<file path="config.mk">
export PLATFORM = sky130hd
export DESIGN_NAME = data_sram_bridge
export DESIGN_NICKNAME = d
export VERILOG_FILES = /design/src/rtl/data_sram_bridge.sv
export SDC_FILE = /design/constraint.sdc
export NUM_CORES = 1
export LEC_CHECK = 0
export ABC_AREA = 1
export ABC_CLOCK_PERIOD_IN_PS = 1240
export BUFFER_PORTS_ARGS = -buffer_cell sky130_fd_sc_hd__buf_4
export CAP_MARGIN = 0
export CORE_ASPECT_RATIO = 0.75
export CORE_MARGIN = 3
export CORE_UTILIZATION = 41
export CTS_BUF_LIST = sky130_fd_sc_hd__clkbuf_4 sky130_fd_sc_hd__clkbuf_8
export DETAILED_ROUTE_END_ITERATION = 12
export PLACE_DENSITY = 0.78
export RECOVER_POWER = 25
export SYNTH_ARGS = -nofsm -noshare
export SYNTH_HDL_FRONTEND = slang
export SYNTH_SLANG_ARGS = --single-unit
</file>
<file path="constraint.sdc">
create_clock -name clk -period 1.24 [get_ports clk]
set_input_delay 0.186 -clock clk [delete_from_list [all_inputs] [get_ports clk]]
set_output_delay 0.186 -clock clk [all_outputs]
set_load 0.005 [all_outputs]
</file>
<file path="src/rtl/data_sram_bridge.sv">
`timescale 1ns/1ps
`default_nettype none
// ============================================================================
//  Module   : data_sram_bridge
//  Purpose  : MEM-stage data access responder. Turns the datapath's level
//             access request into one SRAM-like bus transaction
//             (req / addr_ok / data_ok), holds the pipeline while the access
//             is in flight and returns load data on mem_rdata.
//  Ports    :
//    clk, rst            - clock, synchronous active-low reset
//    mem_en, mem_we      - access request (level) and store select
//    mem_addr            - virtual byte address
//    mem_wdata_last      - lane-aligned store data
//    sel, mem_size       - byte enables, access size (0 byte,1 half,2 word)
//    cpu_longest_stall   - other stages are holding the pipeline
//    mem_rdata           - load data back to the MEM stage
//    stallreq_from_mem   - hold request to the hazard unit
//    data_req/wr/size/addr/wdata/wstrb - bus request side (registered)
//    data_addr_ok, data_data_ok, data_rdata - bus response side
//  Revision : 1.0 - initial release
// ============================================================================
module data_sram_bridge #(
   parameter logic MAP_KSEG = 1'b1
) (
   input  logic        clk,
   input  logic        rst,
   input  logic        mem_en,
   input  logic        mem_we,
   input  logic [31:0] mem_addr,
   input  logic [31:0] mem_wdata_last,
   input  logic [3:0]  sel,
   input  logic [1:0]  mem_size,
   input  logic        cpu_longest_stall,
   output logic [31:0] mem_rdata,
   output logic        stallreq_from_mem,
   output logic        data_req,
   output logic        data_wr,
   output logic [1:0]  data_size,
   output logic [31:0] data_addr,
   output logic [31:0] data_wdata,
   output logic [3:0]  data_wstrb,
   input  logic        data_addr_ok,
   input  logic        data_data_ok,
   input  logic [31:0] data_rdata
);

   typedef enum logic [1:0] {
      S_IDLE = 2'd0,
      S_REQ  = 2'd1,
      S_WAIT = 2'd2,
      S_DONE = 2'd3
   } state_t;

   state_t      r_state;
   logic        r_req;
   logic        r_wr;
   logic [1:0]  r_size;
   logic [31:0] r_addr;
   logic [31:0] r_wdata;
   logic [3:0]  r_wstrb;
   logic [31:0] r_rdata;
   logic [31:0] w_paddr;

   // kseg0 (0x8000_0000) and kseg1 (0xA000_0000) both alias physical
   // memory from 0; dropping the top three bits performs the translation.
   generate
      if (MAP_KSEG) begin : g_kseg_map
         always_comb begin
            w_paddr = mem_addr;
            if (mem_addr[31:30] == 2'b10) begin
               w_paddr = {3'b000, mem_addr[28:0]};
            end
         end
      end else begin : g_no_map
         always_comb begin
            w_paddr = mem_addr;
         end
      end
   endgenerate

   always_ff @(posedge clk) begin
      if (!rst) begin
         r_state <= S_IDLE;
         r_req   <= 1'b0;
         r_wr    <= 1'b0;
         r_size  <= 2'd0;
         r_addr  <= 32'd0;
         r_wdata <= 32'd0;
         r_wstrb <= 4'd0;
         r_rdata <= 32'd0;
      end else begin
         case (r_state)
            S_IDLE: begin
               if (mem_en) begin
                  // Latch everything so the bus sees stable values even if
                  // the datapath inputs wiggle while the request is pending.
                  r_wr    <= mem_we;
                  r_size  <= mem_size;
                  r_addr  <= w_paddr;
                  r_wdata <= mem_wdata_last;
                  r_wstrb <= sel;
                  r_req   <= 1'b1;
                  r_state <= S_REQ;
               end
            end
            S_REQ: begin
               if (data_addr_ok) begin
                  r_req   <= 1'b0;
                  r_state <= S_WAIT;
               end
            end
            S_WAIT: begin
               if (data_data_ok) begin
                  if (!r_wr) begin
                     r_rdata <= data_rdata;
                  end
                  r_state <= S_DONE;
               end
            end
            S_DONE: begin
               // Stay here while another stage freezes the pipeline, so the
               // still-present mem_en is not mistaken for a new access.
               if (!cpu_longest_stall) begin
                  r_state <= S_IDLE;
               end
            end
            default: begin
               r_state <= S_IDLE;
            end
         endcase
      end
   end

   // Combinational so the hold takes effect in the cycle mem_en first rises.
   assign stallreq_from_mem = mem_en & (r_state != S_DONE);

   assign mem_rdata  = r_rdata;
   assign data_req   = r_req;
   assign data_wr    = r_wr;
   assign data_size  = r_size;
   assign data_addr  = r_addr;
   assign data_wdata = r_wdata;
   assign data_wstrb = r_wstrb;

endmodule
`default_nettype wire

</file>
==> results.md <==
- The flow ran to the end, but the final reports show violations.
- The final reports fail on setup timing.
- Once detail routing completed, the nets flagged for antenna violations numbered 0.
- The number of slew-limit violations in the final report was 0.
- The number of antenna diodes in the final layout is 0.
- The leftover overflow at the end of global routing is 0.
- Once detailed placement completed, the half-perimeter wirelength came to about 8.5 mm.
- After synthesis, flip-flops and latches occupy 54.73% of the total area.
- The class of the most critical setup path is register to output port.
- Max-cap violations in this run came to 0.
- The most area-hungry cell type in the Yosys netlist is dfxtp_1.
- The clock group share of total power is 17.8%.
- The clock reaches the later pin of the worst-skew pair after around 360 ps.
- The part of the cycle the worst path needs is 108.7%.
- The internal power of the cells totals 8066 uW.
- The worst pin sits at a relative slew slack of between 80% and 90%.
- The initial antenna violation count is 0.
- For this design, the CTS-stage hold fixing added 0 buffers.
- For the pin with the worst max-slew slack, the measured transition is 239.3 ps.
- In the final routed layout, each cell accounts on average for 15.45 um.
- The TritonCTS sink count is 106.
- The endpoint arrival time on the critical path is around 1200 ps.
- In this run the most critical hold path is launched from data_rdata[19].
- Wires add up to 13.02 mm.
- For this design the total switching power over the nets is 4116 uW.
- The fraction of layout cells with a size suffix above 1 is 44.90%.
- The summed instance area of the synthesized netlist is 3877 sq um.
- The share of total power in combinational logic is 42.4%.
- TritonCTS built the clock tree.
- Counting every instance in the synthesized netlist gives 488.
- The first routing iteration left 335 violations.
- The critical-path maximum fanout is 3.
- In this run the horizontal extent of the chip is approximately 120 um.
- The switching share of power is approximately 34%.
- After detailed routing, the number of vias per cell comes to 4.871.
- The final net count is between 800 and 900.
- The classification of the worst-slack hold path is primary input to register.
- Along the worst hold path, the cell count comes to 3.
- The number of buffers created by CTS is 9.
- The number of H-tree levels is 3.
- The number of standard-cell rows in the floorplan is 30.
- The final standard cell count with taps included and fillers excluded is 843.
- The net count after synthesis is 602.
- The count of input and output buffers is 213.
- The die span in y is 90.22 um.
- CTS placed an instance of clkbuf_8 at the clock tree root.
- In this run, flip-flops and latches consume 39.8% of the power.
- The die covers around 11,000 sq um.
- The critical path endpoint category is an output port.
- The fraction of post-synthesis cell area in the top cell type by area is 54.73%.
- The analysis attributes to cell leakage a power of 0.002982 uW.
- Yosys mapped the design onto 19 distinct sky130hd cell types.
- Setup violations remaining at the end of the flow were counted as 57.
- The via count is 4,106.
- The pre-CTS setup slack is -132.1 ps.
- The clock transition at the register clock pins on the worst setup and hold paths after CTS is 100 ps.
- The overall power after layout is 12,180 uW.
- The number of global-route vias before repair is roughly 3,900.
- The initial utilization of the core area, before any placement, comes to 42.51%.
- The fraction of the core area covered by cells at the end of the flow is 69.38%.
- The number of flip-flops and latches in the synthesized netlist is 106.
- Yosys printed 0 warnings.
- The depth of the worst register-to-register path is 7.
- Each instance of the synthesized netlist takes up on average 7.946 sq um.
- The first global-routing pass estimated between 15 and 20 mm of wire.
- In this run, placement finished with an instance count of 812.
- The startpoint identified for the worst register-to-register timing path is r_state[1].
- Dividing total power by cell area gives a power density of 1925 nW/um^2.
- The pin count of the biggest net entering global routing is 59.
- After synthesis, the cell types taking the most area are dfxtp_1 55%, nor2_1 19%, o21ai_0 9.3%.
- Data on the critical path is required at its endpoint by 1050 ps.
- The worst setup slack after layout is -107.4 ps.
- Across the VDD grid, the largest voltage drop is roughly 1.2 mV.
- The total DRC errors in the routed layout is 0.
- In this run the count of I/O pins placed on the die edge is 214.
- The worst setup path is launched from a register.
- The minimum clock period is 1347 ps.
- The count of final hold-check violations is 0.
- The core region is slightly above 9000 sq um.
- Counting the fill cells in the layout gives 707.
- Setup repair after global routing could not meet its margin everywhere.
- The worst setup path startpoint is r_state[0].
- The clock tree skew after final layout is 7.611 ps.
- The global-route total usage across every layer is 21.65%.
- Before antenna repair, the detailed router went through 4 iterations.
- The maximum buffer depth of the clock tree is 2.
- The final RePlAce weighted congestion is 0.7778.
- The highest achievable clock rate is 0.7422 GHz.
- Relative to the synthesized area, the layout overhead comes to 63.21%.
[synthesized netlist by cell type]
| library cell | n |
|---|---|
| nor2_1 | 195 |
| dfxtp_1 | 106 |
| o21ai_0 | 72 |
| o21ai_1 | 28 |
| nand2_1 | 16 |
| nor2_2 | 12 |
| clkbuf_1 | 10 |
| inv_1 | 10 |
| buf_4 | 7 |
| buf_6 | 7 |
| buf_2 | 6 |
| ha_1 | 5 |
| a21oi_1 | 4 |
| inv_4 | 2 |
| nand2_2 | 2 |
| nand3_1 | 2 |
| o21ai_2 | 2 |
| clkbuf_2 | 1 |
| nor2_4 | 1 |
[per-stage QoR]
| step | hold slack (ps) | TNS, ps | area, sq um |
|---|---|---|---|
| floorplan | 314.2 | -592.1 | 3881 |
| global placement | 406.7 | -1933 | 5603 |
| detailed placement | 414.9 | -8403 | 5603 |
| CTS | 14.96 | -4281 | 5961 |
| global route | 26.93 | -9392 | 6329 |
| finish | 40.46 | -2945 | 6329 |
[layer usage]
layer / part of all wire (%) / track usage (%)
met4: 1.4 / 6.341
met1: 39 / 24.05
met3: 10 / 8.679
met2: 50 / 38.18
met5: 0 / 0
[cell usage in the layout, fill, tap and decap left out, drive strengths merged]
cell      count
ha            5
clkbuf       44
nor2        208
clkinvlp      1
clkinv        2
a21oi         4
dfxtp       106
o21ai       102
nand2        18
nand3         2
inv          14
bufinv        1
buf         208
[logic make-up after synthesis]
family,Yosys count,share of synthesized area [%]
flip-flops,106,54.73
AO/OA/AOI/OAI,106,13.88
AND/OR/NAND/NOR,228,23.23
buffers and inverters,43,6.551
adder cells (fa/ha/maj),5,1.613
[area by class of cell]
class | count | area (sq um) | area share [%]
inverters | 12 | 71.32 | 1.127
repair buffers | 240 | 2071 | 32.72
repair inverters | 2 | 17.52 | 0.2768
multi-input cells | 339 | 1680 | 26.55
well taps | 128 | 160.2 | 2.531
flip-flops and latches | 106 | 2125 | 33.57
clock buffers | 12 | 152.6 | 2.412
clock inverters | 4 | 51.30 | 0.8106
[repair_timing]
item                       4_1_cts  5_1_grt
setup buffers                    1        2
cloned                           3        9
pin swaps                        3        2
resized for setup               26      108
setup endpoints to repair      106      106
[power by group through the flow]
stage | registers [uW] | clock network (uW) | logic (uW)
after floorplan | 4870 | 0 | 1780
final | 4850 | 2170 | 5160
after CTS | 4780 | 2230 | 4290
after detailed placement | 4840 | 0 | 3920
after global routing | 4950 | 2350 | 5600
after global placement | 4810 | 0 | 3800
[path summary, 6_finish.rpt]
| check | to | slack (ps) |
|---|---|---|
| max | stallreq_from_mem | -110 |
| min | mem_rdata[19] | 40 |
| max reg2reg | data_addr[5] | -90 |
| min reg2reg | data_addr[30] | 470 |
[flip-flops by register name (all words and copies together) (netlist names)]
| name | flops |
|---|---|
| r_state | 2 |
| data_wr | 1 |
| data_req | 1 |
| data_wstrb | 4 |
| data_size | 2 |
| data_wdata | 32 |
| data_addr | 32 |
| mem_rdata | 32 |
[worst max-delay path, cell delays in order (launching register included)]
cell	delay, ps
dfxtp_2	350
buf_6	130
ha_4	160
nor2_4	60
buf_4	110
No activity file was read; power rests on OpenSTA's default activity.
